## src/rtl/load_store_unit.sv

```systemverilog
// RV32I data-memory stage: one request/ready transaction per load/store, byte-lane steering and load extension.
// Optional LSU_MISALIGN_TRAP_EN: misaligned h/hu/w accesses complete with ls_err and no memory request.
module load_store_unit #(
  parameter int XLEN    = 32,
  parameter int TIMEOUT = 16
) (
  input  logic            clk,
  input  logic            rst,
  input  logic            ls_valid,
  input  logic            ls_we,
  input  logic [2:0]      ls_funct3,
  input  logic [XLEN-1:0] ls_addr,
  input  logic [XLEN-1:0] ls_wdata,
  output logic            ls_busy,
  output logic            ls_done,
  output logic            ls_err,
  output logic [XLEN-1:0] ls_rdata,
  output logic            mem_req,
  output logic            mem_we,
  output logic [XLEN-1:0] mem_addr,
  output logic [XLEN-1:0] mem_wdata,
  output logic [3:0]      mem_wstrb,
  input  logic            mem_ready,
  input  logic [XLEN-1:0] mem_rdata
);
  localparam int CW = (TIMEOUT > 0) ? $clog2(TIMEOUT + 1) : 1;
  localparam logic [CW-1:0] TO_V = CW'(TIMEOUT);

  typedef enum logic [1:0] {IDLE, REQ, DONE} state_t;
  state_t st, nxt;

  logic          illegal, misal, tmo;
  logic          we_q;
  logic [2:0]    f3_q;
  logic [1:0]    off_q;
  logic [CW-1:0] cnt, cnt_inc;
  logic [XLEN-1:0] st_data, ld_data;
  logic [3:0]      st_strb;
  logic [7:0]      byte_sel;
  logic [15:0]     half_sel;

  always_comb begin
    illegal = 1'b1;
    case (ls_funct3)
      3'b000, 3'b001, 3'b010: illegal = 1'b0;
      3'b100, 3'b101:         illegal = ls_we;
      default:                illegal = 1'b1;
    endcase
  end

`ifdef LSU_MISALIGN_TRAP_EN
  assign misal = ((ls_funct3[1:0] == 2'b01) && ls_addr[0]) ||
                 ((ls_funct3[1:0] == 2'b10) && (ls_addr[1:0] != 2'b00));
`else
  assign misal = 1'b0;
`endif

  assign cnt_inc = cnt + 1'b1;
  // TIMEOUT=0 disables the abort; ready in the same cycle still wins.
  assign tmo = (TIMEOUT != 0) && (cnt_inc == TO_V);

  // Store data is replicated across lanes so memory only needs the strobes.
  always_comb begin
    st_data = ls_wdata;
    st_strb = 4'b1111;
    case (ls_funct3[1:0])
      2'b00: begin
        st_data = {(XLEN/8){ls_wdata[7:0]}};
        st_strb = 4'b0001 << ls_addr[1:0];
      end
      2'b01: begin
        st_data = {(XLEN/16){ls_wdata[15:0]}};
        st_strb = ls_addr[1] ? 4'b1100 : 4'b0011;
      end
      default: ;
    endcase
  end

  always_comb begin
    byte_sel = mem_rdata[{off_q, 3'b000} +: 8];
    half_sel = mem_rdata[{off_q[1], 4'b0000} +: 16];
    case (f3_q)
      3'b000:  ld_data = {{(XLEN-8){byte_sel[7]}}, byte_sel};
      3'b001:  ld_data = {{(XLEN-16){half_sel[15]}}, half_sel};
      3'b100:  ld_data = {{(XLEN-8){1'b0}}, byte_sel};
      3'b101:  ld_data = {{(XLEN-16){1'b0}}, half_sel};
      default: ld_data = mem_rdata;
    endcase
  end

  always_ff @(posedge clk) begin
    if (!rst) st <= IDLE;
    else      st <= nxt;
  end

  always_comb begin
    nxt = st;
    case (st)
      IDLE:    if (ls_valid) nxt = (illegal || misal) ? DONE : REQ;
      REQ:     if (mem_ready || tmo) nxt = DONE;
      DONE:    nxt = IDLE;
      default: nxt = IDLE;
    endcase
  end

  always_comb begin
    ls_busy = ((st == IDLE) && ls_valid) || (st == REQ);
  end

  always_ff @(posedge clk) begin
    if (!rst) begin
      mem_req   <= 1'b0;
      mem_we    <= 1'b0;
      mem_addr  <= '0;
      mem_wdata <= '0;
      mem_wstrb <= 4'b0000;
      ls_done   <= 1'b0;
      ls_err    <= 1'b0;
      ls_rdata  <= '0;
      cnt       <= '0;
      we_q      <= 1'b0;
      f3_q      <= 3'b000;
      off_q     <= 2'b00;
    end else begin
      ls_done <= 1'b0;
      ls_err  <= 1'b0;
      case (st)
        IDLE: if (ls_valid) begin
          we_q  <= ls_we;
          f3_q  <= ls_funct3;
          off_q <= ls_addr[1:0];
          cnt   <= '0;
          if (illegal || misal) begin
            ls_done  <= 1'b1;
            ls_err   <= 1'b1;
            ls_rdata <= '0;
          end else begin
            mem_req   <= 1'b1;
            mem_we    <= ls_we;
            mem_addr  <= {ls_addr[XLEN-1:2], 2'b00};
            mem_wdata <= st_data;
            mem_wstrb <= ls_we ? st_strb : 4'b0000;
          end
        end
        REQ: begin
          if (mem_ready) begin
            mem_req   <= 1'b0;
            mem_we    <= 1'b0;
            mem_wstrb <= 4'b0000;
            ls_done   <= 1'b1;
            ls_rdata  <= we_q ? '0 : ld_data;
          end else if (tmo) begin
            mem_req   <= 1'b0;
            mem_we    <= 1'b0;
            mem_wstrb <= 4'b0000;
            ls_done   <= 1'b1;
            ls_err    <= 1'b1;
            ls_rdata  <= '0;
            cnt       <= cnt_inc;
          end else begin
            cnt <= cnt_inc;
          end
        end
        default: ;
      endcase
    end
  end
endmodule

```

## config.mk

```make
export PLATFORM = sky130hd
export DESIGN_NAME = load_store_unit
export DESIGN_NICKNAME = d
export VERILOG_FILES = /design/src/rtl/load_store_unit.sv
export SDC_FILE = /design/constraint.sdc
export NUM_CORES = 1
export LEC_CHECK = 0
export CAP_MARGIN = 15
export CORE_ASPECT_RATIO = 1.25
export CORE_MARGIN = 2
export CORE_UTILIZATION = 45
export CTS_BUF_LIST = sky130_fd_sc_hd__clkbuf_2 sky130_fd_sc_hd__clkbuf_4 sky130_fd_sc_hd__clkbuf_8
export DETAILED_ROUTE_END_ITERATION = 6
export GPL_TIMING_DRIVEN = 0
export HOLD_SLACK_MARGIN = 0.02
export PLACE_DENSITY = 0.92
export SKIP_CTS_REPAIR_TIMING = 1
export SLEW_MARGIN = 20
export SYNTH_ARGS = -nofsm -noshare
export SYNTH_HDL_FRONTEND = slang
export SYNTH_SLANG_ARGS = --single-unit
```

## constraint.sdc

```tcl
create_clock -name clk -period 2 [get_ports clk]
set_input_delay 0.6 -clock clk [delete_from_list [all_inputs] [get_ports clk]]
set_output_delay 0.6 -clock clk [all_outputs]
set_load 0.05 [all_outputs]
```

==> metrics.csv <==
stage;metric;value;unit
run_status;status;finished with violations;
run_status;violations;setup timing;
global_routing;antenna_found_initial;0;
routing;wire_per_inst;17.2;µm
setup_path;path_depth;6;
global_routing;grt_max_degree;17;
setup_path;r2r_end;ls_rdata[24];
global_routing;overflow;0;
placed_design;port_buffers;204;
clocking;clockBufferDepth;2;
routing;drtAntennaViolNets;0;
clocking;htreeDepth;4;
synthesis;syn-cell-area;5260;µm²
min_path;min_from;mem_addr[15];
synthesis;synth.distinct_cells;45;
setup_path;crit_buf_inv;2;
clocking;cts.reportedPaths.clkPinSlew;0.08;ns
setup_path;critPathTopFamily;buffers and inverters;
floorplanning;die_w;101;µm
setup_path;r2r_setup_slack;0.19;ns
setup_path;slowest_delay;0.54;ns
clocking;clk_latency;0.44;ns
synthesis;yosys.area.top_type;dfxtp_1;
setup_path;cp.arrival;2.32;ns
routing;firstDrtPassIters;6;
sta;finalClockSkew;0.0116;ns
floorplanning;initial_utilization;0.457;
synthesis;synth_edf_count;0;
routing;drcViolationCount;0;
synthesis;synth_flop_cell;dfxtp_1;
routing;wirelength;17500;µm
final_layout;n_antenna_cell;0;
min_path;holdPathStages;2;
routing;first_iter_violations;340;
sta;setup_slack;-0.00729;ns
sta;slew_viol_final;0;
setup_path;cp_slowest_cell;mux4_2;
min_path;min_to;mem_addr[15];
sta;finalSetupViolCount;1;
final_layout;layout-drive-gt1-share;0.0830;
global_routing;grt.total_usage;0.270;
setup_path;end_kind;flop;
clocking;root_buffer;clkbuf_8;
floorplanning;rows;44;
power_and_ir_drop;power.density;782;nW/µm²
synthesis;ys_ff_latch;115;
sta;period_needed;2.01;ns
power_and_ir_drop;leakagePower;0.00490;µW
power_and_ir_drop;total_power;6490;µW
synthesis;synth_area_leaders;dfxtp_1 44%, nand2_1 8.7%, a21boi_0 7.0%;
synthesis;synthArstFlopShare;0;
final_layout;fin_nets;973;
placed_design;pre_cts_slack;-0.753;ns
synthesis;avgSynthCellArea;8.25;µm²
routing;dr_total_vias;5702;
floorplanning;core_area;11500;µm²
sta;fmax;498;MHz
setup_path;cp-start-kind;primary input;
global_routing;grt_pass1_wl;26600;µm
sta;worst_pin_slew;0.741;ns
sta;hold_viol;0;
sta;rsz0062_at_grt;true;
global_routing;first_global_vias;5378;
floorplanning;die_h;125;µm
synthesis;syn_inst;638;
routing;viasPerCell;5.60;
placed_design;gp_congestion;0.948;
clocking;cts_tree;yes;
synthesis;ys_seq_area_frac;0.438;
floorplanning;die_area;12600;µm²
floorplanning;io_pins;209;
flow_run;drv_cap;0;
sta;period_share;1.00;
final_layout;synthToLayoutAreaGrowth;57.7;%
clocking;cts_sinks;115;
setup_path;rr_startpoint;off_q[1];
synthesis;synth_top_area_frac;0.438;
setup_path;crit_path_max_fanout;5;
placed_design;hpwl;12900;µm
setup_path;critical_path_required;2.31;ns
synthesis;ys_warn_count;0;
clocking;cts_made_buffers;17;
setup_path;crit_type;primary input to flop;
sta;relSlewSlack;0.501;
setup_path;ff2ff_path_depth;5;
min_path;worst_hold_path_type;flop to flop;
setup_path;worstPathCellList;clkdlybuf4s50_1 > mux4_2 > and2_4 > o221ai_4 > buf_4 > o22ai_1;
power_and_ir_drop;ir_drop;0.465;mV
[logic make-up (layout without fill, tap and decap cells)]
logic type                 count (synthesis)  in the layout  synth area share
muxes                                     28             28            0.0559
buffers and inverters                     71            312            0.0578
DFF                                      115            115             0.438
AOI/OAI and AO/OA                        185            185             0.244
other                                      1              2          0.000713
and+or+nand+nor                          237            237             0.202
adders and majority gates                  1              1           0.00238
[per-stage QoR]
stage | util | setup TNS [ns] | hold WS (ns) | cells | area, µm²
2_1_floorplan | - | 0 | 0.438 | 639 | 5270
3_3_place_gp | 0.650 | -47.83 | 0.448 | 981 | 7480
3_5_place_dp | 0.650 | -50.90 | 0.457 | 981 | 7480
4_1_cts | 0.692 | -25.72 | 0.466 | 1012 | 7960
5_1_grt | 0.721 | -0.0537 | 0.486 | 1018 | 8300
6_report | 0.721 | -0.00729 | 0.461 | 1018 | 8300
[flip-flops by register name (all words and copies together), names as in the netlist, 2 cells and up]
register / cells
ls_rdata: 32
mem_wdata: 32
mem_addr: 30
cnt: 5
mem_wstrb: 4
f3_q: 3
off_q: 2
st: 2
[placed cells by master (no fill, tap or decap), types with 3 or more instances in the layout]
cell             count
clkdlybuf4s50_1     99
bufinv_16            6
o21ai_1              4
nand3_1             55
mux2i_1             26
dfxtp_1            114
buf_2               12
nor3b_1              3
o22ai_1             24
inv_1               13
o21ai_0             42
nor2b_1             10
clkbuf_4             4
o211a_1             16
clkbuf_8            18
o211ai_1            12
clkbuf_2             4
nor2_1              31
a21oi_1             13
o21a_1               9
a21boi_0            49
dlymetal6s2s_1     104
nand2_1            122
buf_4               10
a32oi_1              7
clkbuf_1            30
[where the power goes]
part | total [µW] | switching [µW] | leakage [µW] | internal, µW
Combinational | 1400 | 847 | 0.00373 | 553
Sequential | 2460 | 59.7 | 0.000936 | 2400
Clock | 2630 | 989 | 0.000235 | 1640
Total | 6490 | 1900 | 0.00490 | 4590
[routing by layer]
| layer | track usage | share of wire | routed length, µm |
|---|---|---|---|
| met3 | 0.0988 | 0.088 | 1540 |
| met1 | 0.291 | 0.37 | 6460 |
| met2 | 0.461 | 0.51 | 8940 |
| met5 | 0 | 0 | 0 |
| met4 | 0.127 | 0.032 | 555 |
[tightest hold or removal path: stages, from the launching register on]
cell,delay [ns]
dfxtp_1,0.31
nand2_1,0.04
a21boi_0,0.06
[worst max path at each step]
stage	start	endpoint	slack [ns]
3_5_place_dp	ls_valid	ls_busy	-0.75
2_1_floorplan	ls_valid	ls_busy	0.12
6_report	mem_rdata[31]	ls_rdata[24]	-0.007
4_1_cts	ls_valid	ls_busy	-0.75
3_3_place_gp	ls_valid	ls_busy	-0.75
5_1_grt	st[0]	ls_busy	-0.04
[synth_stat cells, drive strengths merged, types with 7 or more instances]
| master | count |
|---|---|
| a21boi | 49 |
| a21oi | 13 |
| a32oi | 7 |
| buf | 25 |
| clkbuf | 32 |
| dfxtp | 115 |
| inv | 14 |
| mux2i | 26 |
| nand2 | 122 |
| nand3 | 55 |
| nor2 | 31 |
| nor2b | 10 |
| o211a | 16 |
| o211ai | 12 |
| o21a | 9 |
| o21ai | 47 |
| o22ai | 24 |
[cell type report]
type                            instances  area [µm²]
Tap cell                              138         173
Clock inverter                         13         231
Timing Repair Buffer                  210        2350
Fill cell                             785        3210
Multi-Input combinational cell        453        2670
Sequential cell                       115        2300
Clock buffer                           18         248
Buffer                                 57         272
Inverter                               14        52.6
No activity file was read; power rests on OpenSTA's default activity.
